==> config.mk <==
export PLATFORM = sky130hd
export DESIGN_NAME = upp_frame_reader_flat
export DESIGN_NICKNAME = d
export VERILOG_FILES = /design/src/rtl/upp_frame_reader_if.sv /design/src/rtl/upp_frame_reader.sv /design/src/flat_wrapper.sv
export SDC_FILE = /design/constraint.sdc
export NUM_CORES = 1
export LEC_CHECK = 0
export ABC_CLOCK_PERIOD_IN_PS = 3780
export BUFFER_PORTS_ARGS = -buffer_cell sky130_fd_sc_hd__buf_2
export CAP_MARGIN = 20
export CELL_PAD_IN_SITES_DETAIL_PLACEMENT = 0
export CELL_PAD_IN_SITES_GLOBAL_PLACEMENT = 1
export CORE_MARGIN = 1
export CORE_UTILIZATION = 42
export CTS_BUF_LIST = sky130_fd_sc_hd__clkbuf_8
export CTS_CLUSTER_SIZE = 20
export DETAILED_ROUTE_END_ITERATION = 12
export MAX_ROUTING_LAYER = met4
export PLACE_DENSITY = 0.92
export SETUP_SLACK_MARGIN = 0.02
export SLEW_MARGIN = 5
export SYNTH_ARGS = -nofsm -noshare
export SYNTH_HDL_FRONTEND = slang
export SYNTH_SLANG_ARGS = --single-unit
==> constraint.sdc <==
create_clock -name iC2_70MHZ -period 3.78 [get_ports iC2_70MHZ]
set_input_delay 0.567 -clock iC2_70MHZ [delete_from_list [all_inputs] [get_ports iC2_70MHZ]]
set_output_delay 0.567 -clock iC2_70MHZ [all_outputs]
set_load 0.01 [all_outputs]
==> src/rtl/upp_frame_reader_if.sv <==
// Signal bundle between the frame reader, the muxed A/B receive FIFO read port and the uPP transmit port.
interface upp_frame_reader_if #(
   parameter int DW = 16,
   parameter int UW = 9
);
   logic          iEN;
   logic          iRD_EMPTY;
   logic [UW-1:0] iRDUSEDW;
   logic [DW-1:0] iFIFO_OUT;
   logic          iUPP_WAIT;
   logic          oSEL_CH_RD;
   logic          oRD_REQ;
   logic [DW-1:0] oUPP_DATA;
   logic          oUPP_ENABLE;
   logic          oUPP_START;
   logic          oFRAME_DONE;
   logic [15:0]   oFRAME_CNT;
   logic          oUNDERRUN;
   logic          oBUSY;

   modport master (
      input  iEN, iRD_EMPTY, iRDUSEDW, iFIFO_OUT, iUPP_WAIT,
      output oSEL_CH_RD, oRD_REQ, oUPP_DATA, oUPP_ENABLE, oUPP_START,
             oFRAME_DONE, oFRAME_CNT, oUNDERRUN, oBUSY
   );

   modport slave (
      output iEN, iRD_EMPTY, iRDUSEDW, iFIFO_OUT, iUPP_WAIT,
      input  oSEL_CH_RD, oRD_REQ, oUPP_DATA, oUPP_ENABLE, oUPP_START,
             oFRAME_DONE, oFRAME_CNT, oUNDERRUN, oBUSY
   );
endinterface

==> src/rtl/upp_frame_reader.sv <==
// Ping-pong read sequencer: pulls one whole frame from the selected A/B receive FIFO channel,
// streams it to the uPP port with start/enable framing, then flips the channel select.
module upp_frame_reader #(
   parameter int FRAME_LEN = 256,
   parameter int DW        = 16,
   parameter int UW        = 9
) (
   input  logic               iC2_70MHZ,
   input  logic               iRST,
   upp_frame_reader_if.master upp
);
   // state  | meaning
   // IDLE   | waiting for enable and a complete frame in the selected channel
   // READ   | issuing read requests, rdCnt words still to request
   // DRAIN  | every word requested, waiting for the two read stages to empty
   // SWITCH | flip the channel select and count the frame
   // SETTLE | one cycle for the muxed usedw/empty to follow the new select
   typedef enum logic [2:0] {IDLE, READ, DRAIN, SWITCH, SETTLE} state_t;

   localparam logic [UW-1:0] FRAME_LEN_W = UW'(FRAME_LEN);
   localparam logic [UW-1:0] ONE_W       = UW'(1);

   state_t        state;
   logic [UW-1:0] rdCnt;
   logic          firstWord;
   logic          v1;
   logic          start1;
   logic          last1;
   logic          rdReq;
   logic          selCh;
   logic [DW-1:0] uppData;
   logic          uppEnable;
   logic          uppStart;
   logic          frameDone;
   logic [15:0]   frameCnt;
   logic          underrun;

   // Gated by iRST so a reset cycle never pops a word out of the FIFO.
   assign rdReq = (state == READ) && !iRST && !upp.iUPP_WAIT && !upp.iRD_EMPTY;

   assign upp.oRD_REQ     = rdReq;
   assign upp.oBUSY       = (state != IDLE);
   assign upp.oSEL_CH_RD  = selCh;
   assign upp.oUPP_DATA   = uppData;
   assign upp.oUPP_ENABLE = uppEnable;
   assign upp.oUPP_START  = uppStart;
   assign upp.oFRAME_DONE = frameDone;
   assign upp.oFRAME_CNT  = frameCnt;
   assign upp.oUNDERRUN   = underrun;

   always_ff @(posedge iC2_70MHZ) begin
      if (iRST) begin
         state     <= IDLE;
         rdCnt     <= '0;
         firstWord <= 1'b0;
         v1        <= 1'b0;
         start1    <= 1'b0;
         last1     <= 1'b0;
         selCh     <= 1'b1;
         uppData   <= '0;
         uppEnable <= 1'b0;
         uppStart  <= 1'b0;
         frameDone <= 1'b0;
         frameCnt  <= '0;
         underrun  <= 1'b0;
      end else begin
         // Stage 1 marks the cycle iFIFO_OUT is valid; stage 2 is the registered uPP word.
         v1        <= rdReq;
         start1    <= rdReq && firstWord;
         last1     <= rdReq && (rdCnt == ONE_W);
         uppEnable <= v1;
         uppStart  <= v1 && start1;
         frameDone <= v1 && last1;
         if (v1) begin
            uppData <= upp.iFIFO_OUT;
         end

         case (state)
            IDLE: begin
               if (upp.iEN && (upp.iRDUSEDW >= FRAME_LEN_W)) begin
                  state     <= READ;
                  rdCnt     <= FRAME_LEN_W;
                  firstWord <= 1'b1;
               end
            end
            READ: begin
               if (upp.iRD_EMPTY) begin
                  underrun <= 1'b1;
               end
               if (rdReq) begin
                  firstWord <= 1'b0;
                  rdCnt     <= rdCnt - ONE_W;
                  if (rdCnt == ONE_W) begin
                     state <= DRAIN;
                  end
               end
            end
            DRAIN: begin
               if (!v1 && !uppEnable) begin
                  state <= SWITCH;
               end
            end
            SWITCH: begin
               selCh    <= ~selCh;
               frameCnt <= frameCnt + 16'd1;
               state    <= SETTLE;
            end
            SETTLE: begin
               state <= IDLE;
            end
            default: begin
               state <= IDLE;
            end
         endcase
      end
   end
endmodule

==> src/flat_wrapper.sv <==
// flat-port wrapper written by rule: the top's interface ports become plain ports
module upp_frame_reader_flat 
#(
   parameter int FRAME_LEN = 256,
   parameter int DW        = 16,
   parameter int UW        = 9
)
  (iC2_70MHZ, iRST, upp_iEN, upp_iRD_EMPTY, upp_iRDUSEDW, upp_iFIFO_OUT, upp_iUPP_WAIT, upp_oSEL_CH_RD, upp_oRD_REQ, upp_oUPP_DATA, upp_oUPP_ENABLE, upp_oUPP_START, upp_oFRAME_DONE, upp_oFRAME_CNT, upp_oUNDERRUN, upp_oBUSY);
  upp_frame_reader_if #(.DW(DW), .UW(UW)) upp_i ();
  input  logic iC2_70MHZ;
  input  logic iRST;
  input wire logic [$bits(upp_i.iEN)-1:0] upp_iEN;
  input wire logic [$bits(upp_i.iRD_EMPTY)-1:0] upp_iRD_EMPTY;
  input wire logic [$bits(upp_i.iRDUSEDW)-1:0] upp_iRDUSEDW;
  input wire logic [$bits(upp_i.iFIFO_OUT)-1:0] upp_iFIFO_OUT;
  input wire logic [$bits(upp_i.iUPP_WAIT)-1:0] upp_iUPP_WAIT;
  output wire logic [$bits(upp_i.oSEL_CH_RD)-1:0] upp_oSEL_CH_RD;
  output wire logic [$bits(upp_i.oRD_REQ)-1:0] upp_oRD_REQ;
  output wire logic [$bits(upp_i.oUPP_DATA)-1:0] upp_oUPP_DATA;
  output wire logic [$bits(upp_i.oUPP_ENABLE)-1:0] upp_oUPP_ENABLE;
  output wire logic [$bits(upp_i.oUPP_START)-1:0] upp_oUPP_START;
  output wire logic [$bits(upp_i.oFRAME_DONE)-1:0] upp_oFRAME_DONE;
  output wire logic [$bits(upp_i.oFRAME_CNT)-1:0] upp_oFRAME_CNT;
  output wire logic [$bits(upp_i.oUNDERRUN)-1:0] upp_oUNDERRUN;
  output wire logic [$bits(upp_i.oBUSY)-1:0] upp_oBUSY;
  assign upp_i.iEN = upp_iEN;
  assign upp_i.iRD_EMPTY = upp_iRD_EMPTY;
  assign upp_i.iRDUSEDW = upp_iRDUSEDW;
  assign upp_i.iFIFO_OUT = upp_iFIFO_OUT;
  assign upp_i.iUPP_WAIT = upp_iUPP_WAIT;
  assign upp_oSEL_CH_RD = upp_i.oSEL_CH_RD;
  assign upp_oRD_REQ = upp_i.oRD_REQ;
  assign upp_oUPP_DATA = upp_i.oUPP_DATA;
  assign upp_oUPP_ENABLE = upp_i.oUPP_ENABLE;
  assign upp_oUPP_START = upp_i.oUPP_START;
  assign upp_oFRAME_DONE = upp_i.oFRAME_DONE;
  assign upp_oFRAME_CNT = upp_i.oFRAME_CNT;
  assign upp_oUNDERRUN = upp_i.oUNDERRUN;
  assign upp_oBUSY = upp_i.oBUSY;
  upp_frame_reader #(.FRAME_LEN(FRAME_LEN), .DW(DW), .UW(UW)) u_core (.iC2_70MHZ(iC2_70MHZ), .iRST(iRST), .upp(upp_i));
endmodule
After elaboration in Yosys (flattened, before gate mapping)
Cells that the tools add are included.

cells by class
  add/sub/neg operators = 2
  $lt $le $gt $ge = 1
  equal/unequal tests = 8
  multiplexer cells = 11
  bitwise gates (word level) = 1
  reductions and logical operators = 20

operators with widths
  kind                     count
  $mux W9                  2
  $pmux W9 S2              1
  $add A16 B1 Y16 const B  1
  $mux W3                  4
  $pmux W3 S4              1
  $eq A9 B1 Y1 const B     1
  $ge A9 B9 Y1 const B     1
  $logic_and A1 B1 Y1      9
  $sub A9 B1 Y9 const B    1
  $eq A3 B2 Y1 const B     2
  $ne A2 B1 Y1 const B     3
  $logic_not A1 Y1         5
  $reduce_and A4 Y1        1
  $eq A3 B1 Y1 const B     1
  $logic_not A3 Y1         1
  $reduce_and A3 Y1        1
  $reduce_bool A3 Y1       1
  $mux W1                  2
  $ne A2 B2 Y1 const B     1
  $pmux W1 S2              1
  $reduce_and A2 Y1        1
  $reduce_bool A2 Y1       1
  $not A1 Y1               1

storage, ports and cells
  flip-flop bits (word level) = 53
  input bits = 30
  output and inout bits = 39
  word-level logic and storage cells = 56

Longest topological paths before layout
Gate-level depths: netlist (run 1).

  depth after elaboration = 6
  depth in mapped cells = 6
  depth with buffers taken out = 6

Worst setup path after synthesis (run 1)
Ideal clock, no wire load.

  path kind = input port to output port
  start point = input port upp_iRD_EMPTY
  end point = output port upp_oRD_REQ
  data arrival time = 1.356 ns
  required time = 3.213 ns
  path slack = 1.857 ns
  cell stages on the path = 4
  buffers on the path = 2
  cells stage by stage = or3_1 > clkbuf_1 > nor2_1 > buf_4

between the ends
  word-level cells in the longest chain between the ends = 2

RTL lines
  what                 line                    source
  from (decl)          flat_wrapper.sv:13      input wire logic [$bits(upp_i.iRD_EMPTY)-1:0] upp_iRD_EMPTY;
  $logic_not A1 Y1     upp_frame_reader.sv:39  assign rdReq = (state == READ) && !iRST && !upp.iUPP_WAIT && !upp.iRD_EMPTY;
  $logic_and A1 B1 Y1  upp_frame_reader.sv:39
  to (decl)            flat_wrapper.sv:18      output wire logic [$bits(upp_i.oRD_REQ)-1:0] upp_oRD_REQ;

No other way between the ends.

Worst setup path after layout (run 1)
  start point = input port iRST
  end point = output port upp_oRD_REQ

between the ends
  word-level cells in the longest chain between the ends = 4

RTL lines
  what                               line                    source
  from (decl)                        flat_wrapper.sv:11      input logic iRST;
  $logic_not A1 Y1                   upp_frame_reader.sv:39
  $logic_and A1 B1 Y1 (3 in series)  upp_frame_reader.sv:39

No other way between the ends.

==> impl_metrics.yaml, run 1 <==
yosys:
  syn_area_per_cell_um2: 9.26
  synthArstFlopShare_pct: 0
  synth_cell_types: 42
  ys_ff_latch: 53
  yosys_warnings: 0
  syn_nets: 268
  synth_edf_count: 0
  ys_seq_area_share_pct: 48.8
  synth_ff_type: "dfxtp_1"
  synth_cells: 235
  netlist_area_mm2: 0.00218
layout:
  fin_util_pct: 53.5
  fin_nets: 323
  drive_above_1_share_pct: 25.8
  final_cell_mix: "buf_2, dfxtp_1, nor2_1, mux2i_1, a21oi_1"
  layout.cells.non_filler: 358
  area_delta_synth_final_pct: 19.2
  mostFrequentLayoutCell: "buf_2"
  diodes: 0
worst_hold_path:
  worstHoldStart: "u_core.start1"
  hp-class: "flop to flop"
  whs_path_depth: 1
  hold_end: "u_core.upp.oUPP_START"
floorplan:
  floorplan.initialDensity_pct: 44.9
  dieArea_mm2: 0.00547
  die_x_um: 74.0
  core_region_area_mm2: 0.00485
  die_y_um: 74.0
  rows: 25
  io_pins: 69
sta:
  finalMaxSlewViolations: 0
  max_freq_mhz: 417
  worstMarginPinSlew_ns: 1.02
  finalHoldViolCount: 0
  fin_setup_tns_ns: 0
  slew_headroom_pct: 32.2
  period_minus_slack_ns: 2.40
  finalSetupViolCount: 0
  rsz0062_at_grt: "no"
  fin_skew_ns: 0.00852
  period_share_pct: 63.5
power_and_ir_drop:
  power_density_mw_per_mm2: 366
  ir_drop_v: 0.000260
  power.leakage_nw: 1.09
grt:
  grt_pass1_vias: 1666
  antenna_found_initial: 0
  gr-total-overflow: 0
  grt_max_degree: 49
  grt_pass1_wl_mm: 7.27
  grt_usage_pct: 17.8
route:
  drc: 0
  vias: 1839
  drt-total-wl_mm: 4.44
  viasPerCell: 5.14
  wl_per_cell_um: 12.4
  drt-pass1-iter-count: 4
  drt_iter0_drc: 43
  ant_nets: 0
clock_tree:
  cts.htree.levels: 2
  numCtsBuffers: 5
  clk_pin_slew_ns: 0.09
  post_cts_resize_count: 0
  ctsHoldBuffers: 0
  clock_path_buffers: 2
  cts_tree: "yes"
  ctsRootBufferMaster: "clkbuf_8"
  cts_setup_buffers: 0
  clk_latency_ns: 0.31
  clock-sinks: 53
worst_setup_path:
  path_class: "primary input to output pin"
  cp-end-kind: "output pin"
  cp-start-kind: "primary input"
  startpoint: "iRST"
  regToRegSetupSlack_ns: 1.77
  r2r-end: "u_core.rdCnt[3]"
  reg2regPathDepth: 4
  critical_path_arrival_ns: 1.83
  worstPathRequired_ns: 3.21
  r2r-start: "u_core.state[0]"
  cp_max_fo: 48
run:
  drv_cap: 0
placed_design:
  port_buffers: 60
  place_inst: 350
  routabilityCongestion: 0.806
  hpwl_mm: 2.97
run_status:
  status: "complete, no violations"
## power by group
part           leakage [nW]  internal (mW)  switching [mW]  total (mW)
clock network        0.0445          0.132           0.189       0.321
registers             0.428          0.565         0.00756       0.573
logic                 0.619         0.0241          0.0329      0.0571
total                  1.09          0.721           0.229       0.950
## worst max-delay path by stage
stage	end	slack, ns	cells past startpoint
after global placement	u_core.rdCnt[3]	1.36	5
after global routing	upp_oRD_REQ	1.29	4
final	upp_oRD_REQ	1.38	4
after floorplan	upp_oRD_REQ	1.86	4
after CTS	upp_oRD_REQ	1.37	4
after detailed placement	u_core.rdCnt[3]	1.32	5
## layout make-up
type / instances / area (um2)
clock inverter: 3 / 21.3
fill: 447 / 2250
multi-input combinational: 166 / 1040
timing repair buffer: 61 / 308
clock buffer: 5 / 68.8
tap: 67 / 83.8
inverter: 3 / 11.3
sequential: 53 / 1060
## kinds of logic (layout without fill, tap and decap cells)
| family | Yosys count | count (layout) | synth area share, % |
|---|---|---|---|
| adder cells (fa/ha/maj) | 3 | 3 | 1.73 |
| AO/OA/AOI/OAI | 35 | 35 | 9.60 |
| XOR/XNOR | 10 | 10 | 4.03 |
| flip-flops | 53 | 53 | 48.8 |
| multiplexers | 17 | 17 | 7.82 |
| AND/OR/NAND/NOR | 101 | 101 | 24.6 |
| buffers and inverters | 16 | 72 | 3.45 |
## per-stage QoR
step,area [um2],total power [mW],setup WS [ns],hold WS (ns)
after floorplan,2180,0.621,1.86,0.406
final,2590,0.950,1.38,0.431
after global routing,2590,0.994,1.29,0.448
after global placement,2500,0.641,1.36,0.414
after CTS,2590,0.961,1.37,0.432
after detailed placement,2500,0.642,1.32,0.411
## cells in the mapped netlist, drive strengths merged (5+ instances only)
master  instances  area (um2)
dfxtp          53        1060
nor2           39         146
mux2i          17         170
a21oi          16        80.1
nand2          10        37.5
clkbuf          9        36.3
nand3           8        40.0
nor3            7        35.0
o21ai           7        35.0
or3             6        37.5
xor2            6        52.6
or4             5        37.5
## registers in the layout, indices dropped and copies added (netlist names)
signal	cells
u_core.firstWord	1
u_core.last1	1
u_core.rdCnt	9
u_core.start1	1
u_core.state	3
u_core.upp.oFRAME_CNT	16
u_core.upp.oFRAME_DONE	1
u_core.upp.oSEL_CH_RD	1
u_core.upp.oUNDERRUN	1
u_core.upp.oUPP_DATA	16
u_core.upp.oUPP_ENABLE	1
u_core.upp.oUPP_START	1
u_core.v1	1
## worst max-delay path, stage by stage
cell    delay, ns
buf_2        0.37
or3_1        0.58
nor2_1       0.16
buf_2        0.15
## layer usage
layer	up-vias	routed length (um)	track usage [%]
met5	-	0	-
met4	0	68	7.05
met3	7	223	3.93
met2	55	1970	29.0
met1	844	2170	21.4
li1	933	-	-
Power figures use the tool's default switching activity.
==> run 2, diff against run 1 <==
- ABC_CLOCK_PERIOD_IN_PS: 3780 -> 2400
- CORE_UTILIZATION: 42 -> 39
- PLACE_DENSITY: 0.92 -> 0.86
- clock period: 3.78 -> 2.4 ns (I/O delays scaled with it)
==> run 2 against run 1 <==
Compared with the run above:
- clock power up 54%
- sequential share of layout area down 0.35 points
- wire length down 2.4%
- worst hold slack worse by 0.15 ns
- first-iteration DRC count up 79%
- core utilization down 3.5 points
- cell area up 0.87%
- total power up 56%
- critical path depth down 1
- via count down 1.3%
- sequential cell count unchanged
- register-to-register slack worse by 1.3 ns
==> impl_metrics.yaml, run 2 (synthesized netlist as in run 1, its figures left out) <==
run_status:
  status: "complete, no violations"
layout:
  layout.cells.non_filler: 364
  fin_nets: 326
  diodes: 0
  drive_above_1_share_pct: 26.2
  area_delta_synth_final_pct: 20.2
  fin_util_pct: 50.0
  final_cell_mix: "buf_2, dfxtp_1, nor2_1, mux2i_1, a21oi_1"
  mostFrequentLayoutCell: "buf_2"
floorplan:
  dieArea_mm2: 0.00588
  floorplan.initialDensity_pct: 41.5
  die_y_um: 76.7
  core_region_area_mm2: 0.00524
  io_pins: 69
  die_x_um: 76.7
  rows: 26
worst_setup_path:
  path_class: "flop to output pin"
  worstPathCellList: "or3b_1, nor2_1, buf_2"
  cp-start-kind: "flop"
  reg2regPathDepth: 5
  worstPathRequired_ns: 2.04
  r2r-start: "u_core.state[0]"
  r2r-end: "u_core.rdCnt[7]"
  cp-end-kind: "output pin"
  worst_path_max_delay_cell: "or3b_1"
  cp_max_fo: 11
  critical_path_arrival_ns: 1.83
  critPathMaxStageDelay_ns: 0.55
  regToRegSetupSlack_ns: 0.44
route:
  vias: 1815
  wl_per_cell_um: 11.9
  ant_nets: 0
  drt-total-wl_mm: 4.33
  drt-pass1-iter-count: 4
  viasPerCell: 4.99
  drc: 0
  drt_iter0_drc: 77
clock_tree:
  cts_tree: "yes"
  post_cts_resize_count: 0
  clk_pin_slew_ns: 0.09
  clock_path_buffers: 2
  ctsRootBufferMaster: "clkbuf_8"
  clk_latency_ns: 0.31
  ctsHoldBuffers: 0
  clock-sinks: 53
  cts_setup_buffers: 0
  numCtsBuffers: 5
  cts.htree.levels: 2
sta:
  finalHoldViolCount: 0
  slew_headroom_pct: 68.1
  fin_skew_ns: 0.0142
  finalSetupViolCount: 0
  rsz0062_at_grt: "no"
  worstMarginPinSlew_ns: 0.478
  finalMaxSlewViolations: 0
  max_freq_mhz: 457
  period_minus_slack_ns: 2.19
  fin_setup_tns_ns: 0
  period_share_pct: 91.1
placed_design:
  routabilityCongestion: 0.778
  port_buffers: 60
  place_inst: 356
  hpwl_mm: 2.98
grt:
  grt_pass1_wl_mm: 7.33
  antenna_found_initial: 0
  grt_max_degree: 48
  grt_pass1_vias: 1663
  gr-total-overflow: 0
  grt_usage_pct: 15.9
power_and_ir_drop:
  ir_drop_v: 0.000309
  power.total_mw: 1.49
  power.leakage_nw: 1.11
  power_density_mw_per_mm2: 568
worst_hold_path:
  whs_path_depth: 3
  hp-class: "primary input to flop"
  worstHoldStart: "upp_iFIFO_OUT[2]"
  hold_end: "u_core.upp.oUPP_DATA[2]"
run:
  drv_cap: 0
## run 2: cell count changes in the layout (fill, tap and decap cells not counted), sizes merged
cell / delta
buf: +3
clkinvlp: -1
inv: +1
## run 2: layout make-up
type	instances	area, um2
Fill cell	507	2620
Sequential cell	53	1060
Multi-Input combinational cell	166	1040
Timing Repair Buffer	64	330
Tap cell	70	87.6
Clock buffer	5	68.8
Clock inverter	3	17.5
Inverter	3	11.3
## run 2: worst max-delay path, delay by kind of cell, from the launching register on
kind	cells	cell delay (ns)
flops	1	0.46
simple gates	2	0.87
buf+inv	1	0.19
## run 2: report_power, final
group	leakage, nW	internal (mW)	switching (mW)	total [mW]
combinational	0.634	0.0392	0.0535	0.0927
clock	0.0497	0.204	0.290	0.494
sequential	0.428	0.890	0.00941	0.899
## run 2: layer usage
| metal | routed length (um) | global-route usage, % |
|---|---|---|
| met4 | 58 | 5.77 |
| met5 | 0 | - |
| met3 | 260 | 4.88 |
| met1 | 2150 | 18.9 |
| met2 | 1860 | 25.4 |
## run 2: how the worst max path moves through the flow
stage                                         from                         to  slack, ns  cells past startpoint
final                              u_core.state[0]                upp_oRD_REQ       0.21                      3
after CTS                          u_core.state[0]                upp_oRD_REQ       0.20                      3
after global routing               u_core.state[0]                upp_oRD_REQ        0.1                      3
after global placement             u_core.state[0]            u_core.rdCnt[7]       0.50                      5
after floorplan           u_core.upp.oFRAME_CNT[2]  u_core.upp.oFRAME_CNT[15]       0.70                      6
after detailed placement           u_core.state[0]            u_core.rdCnt[7]       0.46                      5
## run 2: metrics by stage
step	setup WS (ns)	area (um2)	hold slack (ns)
2_1_floorplan	0.695	2180	0.406
4_1_cts	0.200	2620	0.270
3_5_place_dp	0.462	2530	0.414
5_1_grt	0.0980	2620	0.279
3_3_place_gp	0.497	2530	0.412
6_report	0.214	2620	0.281
==> run 3, diff against run 2 <==
==> constraint.sdc (replaced) <==
create_clock -name iC2_70MHZ -period 2.4 [get_ports iC2_70MHZ]
set_input_delay 0.48 -clock iC2_70MHZ [delete_from_list [all_inputs] [get_ports iC2_70MHZ]]
set_output_delay 0.48 -clock iC2_70MHZ [all_outputs]
set_load 0.01 [all_outputs]
==> run 3 against run 2 <==
Compared with the run above:
- wire length rose by 2.4%
- sequential share of layout area rose by 0.16 points
- sequential power about the same
- global-route usage is 0.71 points higher
- critical path depth unchanged
- critical endpoint unchanged
- largest power group unchanged
==> impl_metrics.yaml, run 3 (synthesized netlist as in run 1, its figures left out) <==
grt:
  antenna_found_initial: 0
  grt_max_degree: 48
  grt_usage_pct: 16.6
  gr-total-overflow: 0
  grt_pass1_wl_mm: 7.71
  grt_pass1_vias: 1789
floorplan:
  floorplan.initialDensity_pct: 41.5
  die_y_um: 76.7
  core_region_area_mm2: 0.00524
  dieArea_mm2: 0.00588
  die_x_um: 76.7
  io_pins: 69
  rows: 26
worst_setup_path:
  worst_path_max_delay_cell: "or3b_1"
  cp_num_buf_inv: 1
  worstPathRequired_ns: 1.92
  worstPathCellList: "or3b_1, nor2_1, buf_2"
  regToRegSetupSlack_ns: 0.48
  r2r-end: "u_core.rdCnt[3]"
  cp_max_fo: 11
  cp-start-kind: "flop"
  path_class: "flop to output pin"
  critical_path_arrival_ns: 1.68
  r2r-start: "u_core.state[0]"
  cpLargestDelayFamily: "simple AND/OR/NAND/NOR gates"
  critPathMaxStageDelay_ns: 0.56
  reg2regPathDepth: 4
  cp-end-kind: "output pin"
sta:
  fin_hold_ws_ns: 0.413
  finalMaxSlewViolations: 0
  fin_setup_tns_ns: 0
  period_minus_slack_ns: 2.16
  slew_headroom_pct: 66.9
  worstMarginPinSlew_ns: 0.496
  rsz0062_at_grt: "no"
  finalHoldViolCount: 0
  period_share_pct: 90.1
  finalSetupViolCount: 0
  fin_skew_ns: 0.00582
  max_freq_mhz: 463
clock_tree:
  ctsRootBufferMaster: "clkbuf_8"
  cts.htree.levels: 2
  clk_pin_slew_ns: 0.09
  cts_setup_buffers: 0
  clock_path_buffers: 2
  post_cts_resize_count: 0
  cts_tree: "yes"
  clock-sinks: 53
  numCtsBuffers: 5
  ctsHoldBuffers: 0
  clk_latency_ns: 0.30
layout:
  mostFrequentLayoutCell: "buf_2"
  area_delta_synth_final_pct: 19.8
  layout.cells.non_filler: 363
  diodes: 0
  drive_above_1_share_pct: 25.6
  fin_nets: 325
  fillers: 519
  final_cell_mix: "buf_2, dfxtp_1, nor2_1, mux2i_1, a21oi_1"
route:
  drt-pass1-iter-count: 4
  viasPerCell: 5.07
  drt-total-wl_mm: 4.43
  drc: 0
  drt_iter0_drc: 80
  vias: 1839
  ant_nets: 0
  wl_per_cell_um: 12.2
worst_hold_path:
  hp-class: "primary input to flop"
  hold_end: "u_core.upp.oUPP_DATA[6]"
  worstHoldStart: "upp_iFIFO_OUT[6]"
  whs_path_depth: 3
run:
  drv_cap: 0
run_status:
  status: "complete, no violations"
placed_design:
  routabilityCongestion: 0.782
  port_buffers: 60
  hpwl_mm: 3.05
  place_inst: 355
power_and_ir_drop:
  ir_drop_v: 0.000337
  power.leakage_nw: 1.10
  power_density_mw_per_mm2: 563
run 3: cell count changes in the layout (fill, tap and decap cells not counted):
cell        delta
buf_4          -1
clkinv_2       -1
clkinvlp_4     +1
inv_1          +1
inv_6          -1
run 3: worst register-to-register path: cells and delay by family, from the launching register on:
kind	cells	cell delay (ns)
AND/OR/NAND/NOR	2	0.72
flip-flops	1	0.46
AO/OA/AOI/OAI	2	0.62
run 3: where the power goes:
part           switching (mW)  internal [mW]  leakage, nW  total [mW]
logic                  0.0535         0.0392        0.629      0.0926
registers             0.00944          0.890        0.428       0.899
clock network           0.277          0.199       0.0467       0.475
run 3: how the worst max path moves through the flow:
stage	start	end	slack, ns	cells after the start
after floorplan	upp_iRD_EMPTY	upp_oRD_REQ	0.65	4
after global placement	upp_iRD_EMPTY	u_core.rdCnt[3]	0.44	5
after detailed placement	upp_iRD_EMPTY	u_core.rdCnt[3]	0.42	5
after CTS	u_core.state[0]	upp_oRD_REQ	0.23	3
after global routing	u_core.state[0]	upp_oRD_REQ	0.11	3
final	u_core.state[0]	upp_oRD_REQ	0.24	3
run 3: layer usage:
metal / vias up / wire, um / track usage [%]
li1: 941 / - / -
met1: 844 / 2190 / 19.5
met2: 50 / 1980 / 27.9
met3: 4 / 229 / 4.17
met4: 0 / 30 / 5.19
met5: - / 0 / -
run 3: layout make-up:
cell class / instances / area, um2 / area share (%)
Clock inverter: 3 / 15.0 / 0.576
Timing Repair Buffer: 63 / 323 / 12.4
Inverter: 3 / 11.3 / 0.432
Sequential cell: 53 / 1060 / 40.7
Clock buffer: 5 / 68.8 / 2.64
Tap cell: 70 / 87.6 / 3.36
Multi-Input combinational cell: 166 / 1040 / 39.9
run 3: through the flow:
step | power (mW) | setup WS (ns) | util [%] | cell area (um2)
after floorplan | 0.978 | 0.651 | - | 2180
after global placement | 1.01 | 0.443 | 48.2 | 2520
after detailed placement | 1.01 | 0.425 | 48.2 | 2520
after CTS | 1.49 | 0.230 | 49.8 | 2610
after global routing | 1.54 | 0.109 | 49.8 | 2610
final | 1.47 | 0.239 | 49.8 | 2610
